[config.mk]
export PLATFORM = sky130hd
export DESIGN_NAME = des_key_schedule
export DESIGN_NICKNAME = d
export VERILOG_FILES = /design/src/rtl/des_key_schedule.sv
export SDC_FILE = /design/constraint.sdc
export NUM_CORES = 1
export LEC_CHECK = 0
export ABC_AREA = 1
export ABC_CLOCK_PERIOD_IN_PS = 4700
export CAP_MARGIN = 20
export CELL_PAD_IN_SITES_DETAIL_PLACEMENT = 0
export CELL_PAD_IN_SITES_GLOBAL_PLACEMENT = 1
export CORE_UTILIZATION = 39
export CTS_BUF_LIST = sky130_fd_sc_hd__clkbuf_8
export DETAILED_ROUTE_END_ITERATION = 7
export PLACE_DENSITY_LB_ADDON = 0.08
export SLEW_MARGIN = 20
export SYNTH_ARGS = -nofsm -noshare
export SYNTH_HDL_FRONTEND = slang
export SYNTH_SLANG_ARGS = --single-unit
[constraint.sdc]
create_clock -name clk -period 4.7 [get_ports clk]
set_input_delay 0.94 -clock clk [delete_from_list [all_inputs] [get_ports clk]]
set_output_delay 0.94 -clock clk [all_outputs]
set_load 0.005 [all_outputs]
[src/rtl/des_key_schedule.sv]
// Iterative DES key schedule: loads a 64-bit key and emits K1..K16 (encrypt)
// or K16..K1 (decrypt, by rotating C/D right from C0D0) one subkey per handshake.
module des_key_schedule #(
    parameter int ROUNDS = 16
) (
    input  logic        clk,
    input  logic        rst,
    input  logic        start,
    input  logic        decrypt,
    input  logic [64:1] key,
    input  logic        subkey_ready,
    output logic [48:1] subkey,
    output logic        subkey_valid,
    output logic [4:0]  round,
    output logic        busy,
    output logic        done
);
    typedef enum logic {IDLE = 1'b0, EMIT = 1'b1} state_t;

    localparam logic [4:0] LAST = 5'(ROUNDS);

    localparam int PC1 [56] = '{
        57, 49, 41, 33, 25, 17,  9,  1, 58, 50, 42, 34, 26, 18,
        10,  2, 59, 51, 43, 35, 27, 19, 11,  3, 60, 52, 44, 36,
        63, 55, 47, 39, 31, 23, 15,  7, 62, 54, 46, 38, 30, 22,
        14,  6, 61, 53, 45, 37, 29, 21, 13,  5, 28, 20, 12,  4
    };

    localparam int PC2 [48] = '{
        14, 17, 11, 24,  1,  5,  3, 28, 15,  6, 21, 10,
        23, 19, 12,  4, 26,  8, 16,  7, 27, 20, 13,  2,
        41, 52, 31, 37, 47, 55, 30, 40, 51, 45, 33, 48,
        44, 49, 39, 56, 34, 53, 46, 42, 50, 36, 29, 32
    };

    // C/D are held MSB-first: DES position n of the 56-bit C||D sits at index 56-n.
    function automatic logic [55:0] pc1(input logic [64:1] k);
        logic [55:0] r;
        r = '0;
        for (int i = 0; i < 56; i++) r[55-i] = k[65-PC1[i]];
        return r;
    endfunction

    function automatic logic [47:0] pc2(input logic [55:0] cd);
        logic [47:0] r;
        r = '0;
        for (int i = 0; i < 48; i++) r[47-i] = cd[56-PC2[i]];
        return r;
    endfunction

    // Rounds 1, 2, 9 and 16 shift by one position, all others by two.
    function automatic logic double_shift(input logic [4:0] r);
        return !(r == 5'd1 || r == 5'd2 || r == 5'd9 || r == 5'd16);
    endfunction

    function automatic logic [27:0] rotl(input logic [27:0] x, input logic dbl);
        return dbl ? {x[25:0], x[27:26]} : {x[26:0], x[27]};
    endfunction

    function automatic logic [27:0] rotr(input logic [27:0] x, input logic dbl);
        return dbl ? {x[1:0], x[27:2]} : {x[0], x[27:1]};
    endfunction

    state_t      state_q, state_d;
    logic        mode_q, mode_d;
    logic [27:0] c_q, c_d, d_q, d_d;
    logic [4:0]  count_q, count_d;
    logic [4:0]  round_q, round_d;
    logic [47:0] subkey_q, subkey_d;
    logic        done_q, done_d;
    logic        advance;

    logic unused_parity;
    assign unused_parity = ^{key[57], key[49], key[41], key[33],
                             key[25], key[17], key[9], key[1]};

    // subkey_valid/subkey_ready: a subkey transfers on every rising edge where
    // both are high; while valid is high and ready low, subkey and round hold.
    always_comb begin
        state_d  = state_q;
        mode_d   = mode_q;
        c_d      = c_q;
        d_d      = d_q;
        count_d  = count_q;
        round_d  = round_q;
        subkey_d = subkey_q;
        done_d   = 1'b0;
        advance  = 1'b0;
        case (state_q)
            IDLE: begin
                if (start) begin
                    {c_d, d_d} = pc1(key);
                    mode_d     = decrypt;
                    count_d    = 5'd1;
                    state_d    = EMIT;
                    advance    = 1'b1;
                    if (decrypt) begin
                        round_d = LAST;
                    end else begin
                        round_d = 5'd1;
                        c_d     = rotl(c_d, 1'b0);
                        d_d     = rotl(d_d, 1'b0);
                    end
                end
            end
            EMIT: begin
                if (subkey_ready) begin
                    if (count_q == LAST) begin
                        state_d = IDLE;
                        done_d  = 1'b1;
                    end else begin
                        count_d = count_q + 5'd1;
                        advance = 1'b1;
                        if (mode_q) begin
                            round_d = round_q - 5'd1;
                            c_d     = rotr(c_q, double_shift(round_q));
                            d_d     = rotr(d_q, double_shift(round_q));
                        end else begin
                            round_d = round_q + 5'd1;
                            c_d     = rotl(c_q, double_shift(round_d));
                            d_d     = rotl(d_q, double_shift(round_d));
                        end
                    end
                end
            end
            default: state_d = IDLE;
        endcase
        if (advance) subkey_d = pc2({c_d, d_d});
    end

    always_ff @(posedge clk or posedge rst) begin
        if (rst) begin
            state_q  <= IDLE;
            mode_q   <= 1'b0;
            c_q      <= '0;
            d_q      <= '0;
            count_q  <= '0;
            round_q  <= '0;
            subkey_q <= '0;
            done_q   <= 1'b0;
        end else begin
            state_q  <= state_d;
            mode_q   <= mode_d;
            c_q      <= c_d;
            d_q      <= d_d;
            count_q  <= count_d;
            round_q  <= round_d;
            subkey_q <= subkey_d;
            done_q   <= done_d;
        end
    end

    assign subkey       = subkey_q;
    assign subkey_valid = (state_q == EMIT);
    assign busy         = (state_q == EMIT);
    assign round        = round_q;
    assign done         = done_q;

endmodule

### Word level (Yosys, flattened, before mapping)

Index checks and enable logic that the tools add are counted.

* $add $sub $neg: 3
* reductions and logical operators: 8
* equal/unequal tests: 12
* muxes and demuxes: 35
* bitwise logic cells: 1

Operators with widths (count)
* 28-bit 2-to-1 mux: 14
* 28-bit case mux with 2 select lines: 2
* 5-bit 2-to-1 mux: 8
* 5-bit case mux with 2 select lines: 2
* 5-bit equality test, second input constant: 3
* 5-bit by 1-bit adder with 5-bit output, second input constant: 2
* 5-bit by 1-bit equality test with 1-bit output, second input constant: 2
* 5-bit by 2-bit equality test with 1-bit output, second input constant: 2
* 5-bit by 4-bit equality test with 1-bit output, second input constant: 2
* 1-bit 2-to-1 mux: 7
* 1-bit logical OR: 6
* 2-bit inequality test, second input constant: 3
* 5-bit by 1-bit subtractor with 5-bit output, second input constant: 1
* 1-bit case mux with 2 select lines: 2
* 3-bit AND reduction: 1
* 2-bit AND reduction: 1
* 1-bit NOT: 1

* word-level logic and storage cells: 69
* input bits: 69
* register bits: 117
* output and inout port bits: 56

### Depth between registers and ports, before layout

* depth after elaboration: 10
* gate-level depth with buffers: 17
* mapped depth without buffers: 15

### Worst setup path after synthesis

Ideal clock, no wire load.

* kind: input port to flip-flop
* start: input start
* end: register subkey_q[2], in the netlist subkey[3]
* library setup time: 0.066 ns
* buffers on the path: 2
* stages on the path: 10
* required time: 4.634 ns
* path slack: 2.517 ns
* arrival: 2.117 ns
* path through: inv_1 > nor2_1 > inv_1 > nor2_1 > buf_2 > clkbuf_1 > a221oi_1 > nand2_1 > nand2_1 > nand2_1

* cells in the longest elaborated chain, start to end: 2
* elaborated cells on any way between the ends: 4
* those cells by class: 4 x mux

RTL lines
* from (decl): RTL line 8 `input logic start,`
* 28-bit 2-to-1 mux: RTL line 91 `if (start) begin`
* 28-bit case mux with 2 select lines: RTL line 89 `case (state_q)`
* named net d_d[20]: RTL line 66 `logic [27:0] c_q, c_d, d_q, d_d;`
* to (signal assigned): RTL line 148 `subkey_q <= subkey_d;`
* to (decl): RTL line 69 `logic [47:0] subkey_q, subkey_d;`

The timed path passes the listed nets, and every way through them passes these cells. The select of a mux whose other input is x is not followed.
A chain may end at the register's enable or synchronous reset.

### Final worst setup path

* start: input start
* end: register subkey_q[22], in the netlist subkey[23]

The elaborated chain is that of the path after synthesis.

==> results.yml <==
worst_hold_path:
  hold_path_end: "subkey[4]"
  worst_hold_startpoint: "subkey[4]"
  min_path_cells: 2
  hp-class: "flop to flop"
run:
  maxCapViolCount: 0
logic_synthesis:
  yosysSeqAreaShare: 0.369
  yosysTopAreaCellShare: 0.369
  synth-seq-cells: 117
  ys_types: 27
  synth_area_um2: 7940
  synth_area_leaders: "dfrtp_1 (37%), nand2_1 (24%), nand3_1 (10%)"
  syn_inst: 1239
  syn_nets: 1316
  syn_avg_cell_area_um2: 6.41
  synth_top_cell_by_area: "dfrtp_1"
  yosys_warnings: 0
cts:
  clkSinkCount: 117
  post_cts_resized: 0
  ctsHtreeMaxLevel: 4
  cts_hold_buf: 0
  cts-buffers-inserted: 17
  root_buffer: "clkbuf_8"
  clk_latency_ns: 0.45
  cts_tree: "built"
  cts_setup_buffers: 0
  cts.clk_slew.worst_paths_ns: 0.08
  clock_path_buffers: 2
grt:
  antenna_found_initial: 1
  grt_pass1_wl_um: 43200
  track_usage: 0.272
  grt_pass1_vias: 7870
  grt_max_degree: 65
  grt-ovfl-total: 0
finish:
  nets: 1382
  syn2layout_area_growth_pct: 22.2
  drive_gt1_frac: 0.0432
  final_common_cell: "nand2_1"
  fill_cells: 2052
  final_util: 0.492
  final_cell_mix: "nand2_1 (514), nand3_1 (165), inv_1 (125), dfrtp_1 (117), clkdlybuf4s50_1 (116)"
floorplan:
  die_w_um: 145
  start_util: 0.403
  rows: 51
  coreArea_um2: 19700
  dieArea_um2: 20900
  die_h_um: 145
  num_io_pins: 125
pwr:
  power_density_nw_per_um2: 716
  p_leak_nw: 5.05
  ir_drop_uv: 614
sta:
  period_share: 0.624
  min_period_ns: 2.93
  drv_slew: 0
  fmax_mhz: 341
  tns_ns: 0
  rsz0062_at_grt: "no"
  worst_slew_pin_slew_ns: 1.04
  setup_violations: 0
  skew_ns: 0.0107
  max-slew-margin-rel: 0.306
  hold_viol_final: 0
place:
  dp_hpwl_um: 17000
  port_buffers: 116
  routabilityCongestion: 0.816
setup_path:
  path_max_fanout: 34
  r2r-start: "busy"
  endpoint_kind: "flop"
  startpoint_type: "input pin"
  crit_type: "input pin to flop"
  r2r_end: "count_q[1]"
  cp.arrival_ns: 3.32
  reg2reg_depth: 5
  worstPathRequired_ns: 5.09
  reg2reg_slack_ns: 1.85
detailed_routing:
  routed_via_density: 5.35
  antenna_left: 0
  drc: 0
  via_count: 8479
  wirelength_um: 27500
  wire_per_inst_um: 17.3
  drt_iter0_drc: 515
  dr.pass1.iters: 5
run_status:
  status: "finished, final reports clean"
-- worst max-delay path by stage --
stage / start / endpoint / slack (ns) / cells after the start
global placement: start / subkey[19] / 1.34 / 10
finish: start / subkey[23] / 1.77 / 10
detailed placement: start / subkey[19] / 1.33 / 10
global route: busy / subkey[31] / 1.58 / 6
CTS: start / subkey[21] / 1.80 / 10
floorplan: rst / busy / 0.66 / 1
-- per-layer routing --
layer	GRT usage	vias up	routed length, um	part of all wire
li1	-	4116	-	-
met1	0.339	4063	11900	0.43
met2	0.471	260	13600	0.50
met3	0.0487	40	1400	0.051
met4	0.0936	0	569	0.021
met5	0	-	0	0
-- worst max-delay path, cell delays in order --
cell	delay, ns
clkdlybuf4s50_1	0.45
inv_1	0.05
nor2_1	0.31
inv_1	0.18
nor2_4	0.58
buf_12	0.29
a221oi_1	0.14
nand2_1	0.19
nand2_1	0.07
nand2_1	0.09
-- state kept, by name (all words and copies together), names as in the netlist --
register / count
busy: 1
c_q: 28
count_q: 5
d_q: 28
done: 1
mode_q: 1
round: 5
subkey: 48
-- per-stage QoR --
| step | power [mW] | area [um^2] | setup WS, ns | hold WS, ns | instances |
|---|---|---|---|---|---|
| global route | 7.60 | 9700 | 1.58 | 0.501 | 1584 |
| floorplan | 4.50 | 7940 | 0.659 | 0.465 | 1239 |
| detailed placement | 5.87 | 9270 | 1.33 | 0.464 | 1551 |
| finish | 6.95 | 9700 | 1.77 | 0.482 | 1584 |
| global placement | 5.86 | 9270 | 1.34 | 0.464 | 1551 |
| CTS | 6.96 | 9700 | 1.80 | 0.483 | 1583 |
-- synth_stat cells --
library cell    n
a21oi_1        57
a21oi_2         1
a221oi_1       48
a22oi_1         9
and2_1          1
buf_1           7
buf_2          34
buf_4           1
clkbuf_1       45
clkinv_1        2
dfrtp_1       117
ha_1            8
inv_1         125
inv_2           1
nand2_1       514
nand2_2         1
nand3_1       166
nand4_1         3
nor2_1         55
nor2_2          1
o211ai_1       10
o21ai_0        21
o21bai_1        1
o221ai_1        1
o22ai_1         5
xnor2_1         2
xor2_1          3
-- where the power goes --
part | switching (mW) | leakage (nW) | total [mW] | internal [mW]
Sequential | 0.283 | 1.35 | 1.80 | 1.51
Clock | 0.478 | 0.214 | 1.07 | 0.588
Combinational | 2.62 | 3.48 | 4.08 | 1.47
Total | 3.38 | 5.05 | 6.95 | 3.57
-- kinds of logic after synthesis --
family                     Yosys count  share of synthesized area
AOI/OAI and AO/OA                  153                      0.127
adders and majority gates            8                     0.0126
xor gates and xnor gates             5                    0.00552
buffers and inverters              215                      0.107
DFF                                117                      0.369
and+or+nand+nor                    741                      0.378
-- layout make-up --
class,instances,area [um^2],area share
timing repair buffer,134,1330,0.137
clock inverter,14,185,0.0191
multi-input combinational,907,4190,0.432
inverter,128,483,0.0498
sequential,117,2930,0.302
antenna,1,2.50,0.000258
clock buffer,18,248,0.0255
tap,265,332,0.0342
No activity file was read; power rests on OpenSTA's default activity.
